[src/rtl/picorv32_memif_axil_bridge.sv]
// PicoRV32 native memory port to AXI4-Lite master bridge.
// One transaction in flight; every AXI-facing output comes straight from a flop.
module picorv32_memif_axil_bridge (
  input  logic        clk,
  input  logic        resetn,
  input  logic        mem_valid,
  input  logic        mem_instr,
  input  logic [31:0] mem_addr,
  input  logic [31:0] mem_wdata,
  input  logic [3:0]  mem_wstrb,
  output logic        mem_ready,
  output logic [31:0] mem_rdata,
  output logic        bus_err,
  output logic        m_axi_awvalid,
  input  logic        m_axi_awready,
  output logic [31:0] m_axi_awaddr,
  output logic [2:0]  m_axi_awprot,
  output logic        m_axi_wvalid,
  input  logic        m_axi_wready,
  output logic [31:0] m_axi_wdata,
  output logic [3:0]  m_axi_wstrb,
  input  logic        m_axi_bvalid,
  output logic        m_axi_bready,
  input  logic [1:0]  m_axi_bresp,
  output logic        m_axi_arvalid,
  input  logic        m_axi_arready,
  output logic [31:0] m_axi_araddr,
  output logic [2:0]  m_axi_arprot,
  input  logic        m_axi_rvalid,
  output logic        m_axi_rready,
  input  logic [31:0] m_axi_rdata,
  input  logic [1:0]  m_axi_rresp
);

  typedef enum logic [2:0] {IDLE, RD, WR, WRESP, DONE} state_t;

  state_t      state, state_nxt;
  logic [31:0] addr_q;
  logic [2:0]  prot_q;
  logic        aw_done, w_done;

  // A channel counts as done once its registered valid has been retired.
  assign aw_done = !m_axi_awvalid || m_axi_awready;
  assign w_done  = !m_axi_wvalid  || m_axi_wready;

  assign m_axi_awaddr = addr_q;
  assign m_axi_araddr = addr_q;
  assign m_axi_awprot = prot_q;
  assign m_axi_arprot = prot_q;

  always_ff @(posedge clk or negedge resetn) begin
    if (!resetn) state <= IDLE;
    else         state <= state_nxt;
  end

  always_comb begin
    state_nxt = state;
    case (state)
      IDLE:    if (mem_valid) state_nxt = (mem_wstrb == 4'b0000) ? RD : WR;
      RD:      if (m_axi_rvalid && m_axi_rready) state_nxt = DONE;
      WR:      if (aw_done && w_done) state_nxt = WRESP;
      WRESP:   if (m_axi_bvalid && m_axi_bready) state_nxt = DONE;
      DONE:    state_nxt = IDLE;
      default: state_nxt = IDLE;
    endcase
  end

  always_ff @(posedge clk or negedge resetn) begin
    if (!resetn) begin
      mem_ready     <= 1'b0;
      mem_rdata     <= 32'h0;
      bus_err       <= 1'b0;
      addr_q        <= 32'h0;
      prot_q        <= 3'b000;
      m_axi_wdata   <= 32'h0;
      m_axi_wstrb   <= 4'h0;
      m_axi_awvalid <= 1'b0;
      m_axi_wvalid  <= 1'b0;
      m_axi_bready  <= 1'b0;
      m_axi_arvalid <= 1'b0;
      m_axi_rready  <= 1'b0;
    end else begin
      mem_ready <= 1'b0;
      bus_err   <= 1'b0;
      case (state)
        IDLE: if (mem_valid) begin
          addr_q      <= {mem_addr[31:2], 2'b00};
          prot_q      <= mem_instr ? 3'b100 : 3'b000;
          m_axi_wdata <= mem_wdata;
          m_axi_wstrb <= mem_wstrb;
          if (mem_wstrb == 4'b0000) begin
            m_axi_arvalid <= 1'b1;
            m_axi_rready  <= 1'b1;
          end else begin
            m_axi_awvalid <= 1'b1;
            m_axi_wvalid  <= 1'b1;
          end
        end
        RD: begin
          if (m_axi_arready) m_axi_arvalid <= 1'b0;
          if (m_axi_rvalid && m_axi_rready) begin
            m_axi_rready <= 1'b0;
            mem_rdata    <= m_axi_rdata;
            bus_err      <= (m_axi_rresp != 2'b00);
            mem_ready    <= 1'b1;
          end
        end
        WR: begin
          if (m_axi_awready) m_axi_awvalid <= 1'b0;
          if (m_axi_wready)  m_axi_wvalid  <= 1'b0;
          if (aw_done && w_done) m_axi_bready <= 1'b1;
        end
        WRESP: if (m_axi_bvalid && m_axi_bready) begin
          m_axi_bready <= 1'b0;
          bus_err      <= (m_axi_bresp != 2'b00);
          mem_ready    <= 1'b1;
        end
        default: ;
      endcase
    end
  end

endmodule

[config.mk]
export PLATFORM = sky130hd
export DESIGN_NAME = picorv32_memif_axil_bridge
export DESIGN_NICKNAME = d
export VERILOG_FILES = /design/src/rtl/picorv32_memif_axil_bridge.sv
export SDC_FILE = /design/constraint.sdc
export NUM_CORES = 1
export LEC_CHECK = 0
export CAP_MARGIN = 20
export CORE_MARGIN = 2
export CORE_UTILIZATION = 42
export DETAILED_ROUTE_END_ITERATION = 10
export PLACE_DENSITY = 0.9
export SLEW_MARGIN = 20
export SYNTH_ARGS = -nofsm -noshare
export SYNTH_HDL_FRONTEND = slang
export SYNTH_SLANG_ARGS = --single-unit
[constraint.sdc]
create_clock -name clk -period 3.3 [get_ports clk]
set_input_delay 0.495 -clock clk [delete_from_list [all_inputs] [get_ports clk]]
set_output_delay 0.495 -clock clk [all_outputs]
set_load 0.01 [all_outputs]
* Yosys cells after proc, flatten, opt, wreduce, memory -nomap -nowiden *
Index checks and enable logic that the tools add are counted.
W data, S select, Z words.

storage, ports and cells
  register bits after elaboration = 111
  latch bits = 0
  RAM bits = 0
  output and inout port bits = 145
  memories = 0
  memory bits (read-only) = 0

operators by class
  multiplexer cells = 28
  order comparisons = 0
  divide/modulo/power cells = 0
  reductions and logical operators = 22
  bitwise logic cells = 0
  multiply operators = 0
  eq/ne operators = 12
  shift-type cells = 0
  add/subtract/negate cells = 0

operators with widths
  cell                  number
  $reduce_and A4 Y1     5
  $ne A2 B2 Y1 const B  9
  $mux W3               5
  $mux W1               14
  $pmux W1 S2           7
  $pmux W3 S4           1
  $reduce_bool A2 Y1    5
  $eq A3 B2 Y1 const B  2
  $logic_not A4 Y1      1
  $reduce_and A2 Y1     2
  $eq A3 B1 Y1 const B  1
  $logic_and A1 B1 Y1   3
  $logic_not A3 Y1      1
  $reduce_and A3 Y1     1
  $logic_not A1 Y1      2
  $logic_or A1 B1 Y1    2
  $mux W2               1

* Logic depth before layout (Yosys ltp) *
  word-level depth = 5
  gate-level depth with buffers = 6

* Worst setup path after synthesis *
Ideal clock, no wire load.

  path kind = reg2reg
  start = register state[2]
  end = register addr_q[19], in the netlist m_axi_araddr[19]
  arrival time = 1.511 ns
  clock period less this slack = 1.636 ns
  library setup time = 0.125 ns
  path buffers = 2
  path slack = 1.664 ns
  stages on the path, launching flop included = 5
  required time = 3.175 ns
  cell sequence = dfrtp_1 -> nor4b_4 -> buf_4 -> buf_4 -> mux2_2

on the way
  longest elaborated chain between the ends = 2

ends and longest elaborated chain
  what                         line  text
  from (decl)                  37    state_t state, state_nxt;
  from (signal assigned)       53    else state <= state_nxt;
  $logic_not A3 Y1             85    case (state)
  $reduce_and A2 Y1 (no line)  -
  to (signal assigned)         87    addr_q <= {mem_addr[31:2], 2'b00};
  to (decl)                    38    logic [31:0] addr_q;

No other way between the ends.
A chain may end at the register's enable or synchronous reset.

* Final worst setup path *
  start = register state[0]
  end = register mem_rdata[21]

on the way
  longest elaborated chain between the ends = 2

ends and longest elaborated chain
  what                         line  text
  $eq A3 B1 Y1                 85
  $reduce_and A2 Y1 (no line)  -
  to (signal assigned)         103   mem_rdata <= m_axi_rdata;
  to (decl)                    12    output logic [31:0] mem_rdata,

No other way between the ends.

==> impl_metrics.toml <==
[run_status]
outcome = "finished, final reports clean"

[clock_network]
numCtsBuffers = 9
cts.reportedPaths.clkPinSlew_ns = 0.09
cts_setup_buffers = 0
root_buffer = "clkbuf_8"
cts_hold_buffers = 0
cts_buffer_depth = 2
clk_latency_ns = 0.37
cts_resized = 0
htreeDepth = 3
clock-sinks = 109
cts_tree = "yes"

[sta]
slew_viol_final = 0
period_needed_ns = 2.10
worst_slew_pin_slew_ns = 0.779
setup_viol = 0
fin_setup_tns_ns = 0
finalClockSkew_ns = 0.0108
hold_viol = 0
fmax_ghz = 0.477
rsz0062_at_grt = "false"
relSlewSlack_pct = 48.1
fin_crit_sh_pct = 63.6

[finish]
drive_above_1_share_pct = 23.3
multi_input_area_sq_mm = 0.00153
num_antenna_cells = 0
fillCellCount = 777
final_net_count = 637
layoutNonFillerInstCount = 669
area.sequential_sq_mm = 0.00273
syn_to_final_growth_pct = 55.4

[place]
gp_congestion = 0.730
hpwl_mm = 8.43
port_buffers = 247
dpl.cell_count = 653

[setup_path]
critPathCaptureType = "flop"
cp.arrival_ns = 2.35
path_class = "reg -> reg"
reg2reg_slack_ns = 1.20
critPathMaxFanout = 35
critPathMaxStageDelay_ns = 0.56
r2r_end = "mem_rdata[21]"
ff2ff_path_depth = 3
r2r_start = "state[0]"
crit_required_ns = 3.55
crit_path_start = "state[0]"
slowest_stage = "dfrtp_1"
path_cells = "nor3b_4 -> nand3_4 -> mux2_4"
setup.worst_path.end = "mem_rdata[21]"
crit_path_start_kind = "flop"

[yosys]
seq_area_frac_synth_pct = 59.0
async_reset_ff_share_pct = 100
synthesis.area_sq_mm = 0.00462
ys_top_cells_by_count = "dfrtp_1, mux2_2, buf_4"
synth-edff-count = 0
synth_area_leaders = "dfrtp_1, mux2_2, mux2_4"
synth_top_cell_area_share_pct = 59.0
synth_ff_type = "dfrtp_1"
synth.distinct_cells = 26
synth.avg_cell_area_sq_um = 15.1
synth_seq_cells = 109
synth.most_common_cell = "dfrtp_1"
yosys.area.top_type = "dfrtp_1"
post_synth_inst_count = 306
ys_warn_count = 0

[global_route]
grt_pass1_wl_mm = 16.2
grt_antenna_before_repair = 0
grtUsageMet2_pct = 32.9
grt_max_degree = 91
gr-usage-met1_pct = 19.2
grtUsageMet3_pct = 5.20
overflow = 0
grt_pass1_vias = 3123
grtUsageTotal_pct = 18.3
grt_busiest_layer = "met2"

[min_path]
hold_class = "in -> async"

[die]
row_count = 38
die_x_um = 109
die_area_sq_mm = 0.0119
start_util_pct = 42.8
ioPinCount = 258
core_sq_mm = 0.0108
die_h_um = 109

[route]
wl_per_cell_um = 16.4
routed-via-count = 3150
drt_iter0_drc = 92
wl_mm = 11.0
first_pass_iters = 4
viasPerCell = 4.71
ant_nets = 0
drc = 0

[power]
vdd_drop_max_mv = 0.451
power_mw = 6.76
power.density_mw_per_mm2 = 941
power.leakage_nw = 3.12

[run]
max_cap_violations = 0
[critical path: cells and delay by family, from the launching register on]
| kind | cells | cell delay [ns] |
|---|---|---|
| DFF | 1 | 0.56 |
| and+or+nand+nor | 2 | 0.91 |
| muxes | 1 | 0.50 |
[through the flow]
step	util, %	instance area (sq um)	setup slack, ns	hold slack (ns)
6_report	66.5	7180	1.20	0.161
5_1_grt	66.5	7180	1.09	0.242
4_1_cts	66.5	7180	1.18	0.362
3_5_place_dp	64.3	6940	0.948	0.492
3_3_place_gp	64.3	6940	0.973	0.490
2_1_floorplan	-	4650	1.66	0.199
[per-layer routing]
layer / part of all wire [%] / up-vias / routed length [um]
met5: 0 / - / 0
met4: 2.6 / 0 / 286
met3: 8.2 / 22 / 901
met2: 54 / 146 / 5890
met1: 36 / 1537 / 3900
li1: - / 1445 / -
[state kept, by name, indices dropped and copies added (netlist names)]
signal,flops
state,3
m_axi_araddr,30
m_axi_wvalid,1
m_axi_arvalid,1
m_axi_rready,1
mem_rdata,32
m_axi_wdata,32
m_axi_arprot,1
bus_err,1
mem_ready,1
m_axi_wstrb,4
m_axi_bready,1
m_axi_awvalid,1
[how the worst min path moves through the flow]
stage                               from             end  slack, ns  depth (start not counted)
final                             resetn  m_axi_wdata[9]       0.16                          1
after global routing              resetn  m_axi_wdata[9]       0.24                          1
after CTS                         resetn  m_axi_wdata[9]       0.36                          1
after detailed placement    mem_rdata[8]    mem_rdata[8]       0.49                          1
after global placement    m_axi_wdata[2]  m_axi_wdata[2]       0.49                          1
after floorplan                   resetn         bus_err       0.20                          0
[area by class of cell]
class / count / area share (%)
clock buffer: 12 / 2.02
clock inverter: 4 / 1.32
inverter: 1 / 0.0523
multi-input combinational: 152 / 21.3
sequential: 109 / 38.0
tap: 140 / 2.44
timing repair buffer: 251 / 34.9
[logic make-up (layout without fill, tap and decap cells)]
logic type | Yosys count | after routing | share of synthesized area, %
other | 1 | 8 | 0.0812
buffers and inverters | 52 | 268 | 8.42
and+or+nand+nor | 31 | 31 | 4.25
muxes | 100 | 100 | 26.6
DFF | 109 | 109 | 59.0
AOI/OAI and AO/OA | 13 | 13 | 1.63
[power by group]
group / internal [mW] / leakage (nW) / switching (mW)
clock network: 0.525 / 0.121 / 0.423
registers: 1.99 / 1.35 / 0.441
logic: 2.20 / 1.65 / 1.18
total: 4.72 / 3.12 / 2.04
[cell usage in the layout (no fill, tap or decap), types with 4 or more instances in the layout]
master             n
dfrtp_1          109
mux2_2            73
buf_4              4
nor2b_1            4
mux2_4            27
conb_1             8
nand2_1            7
clkbuf_8          10
a21oi_1            6
nor2_1            10
clkdlybuf4s50_1  246
Power figures use the tool's default switching activity.
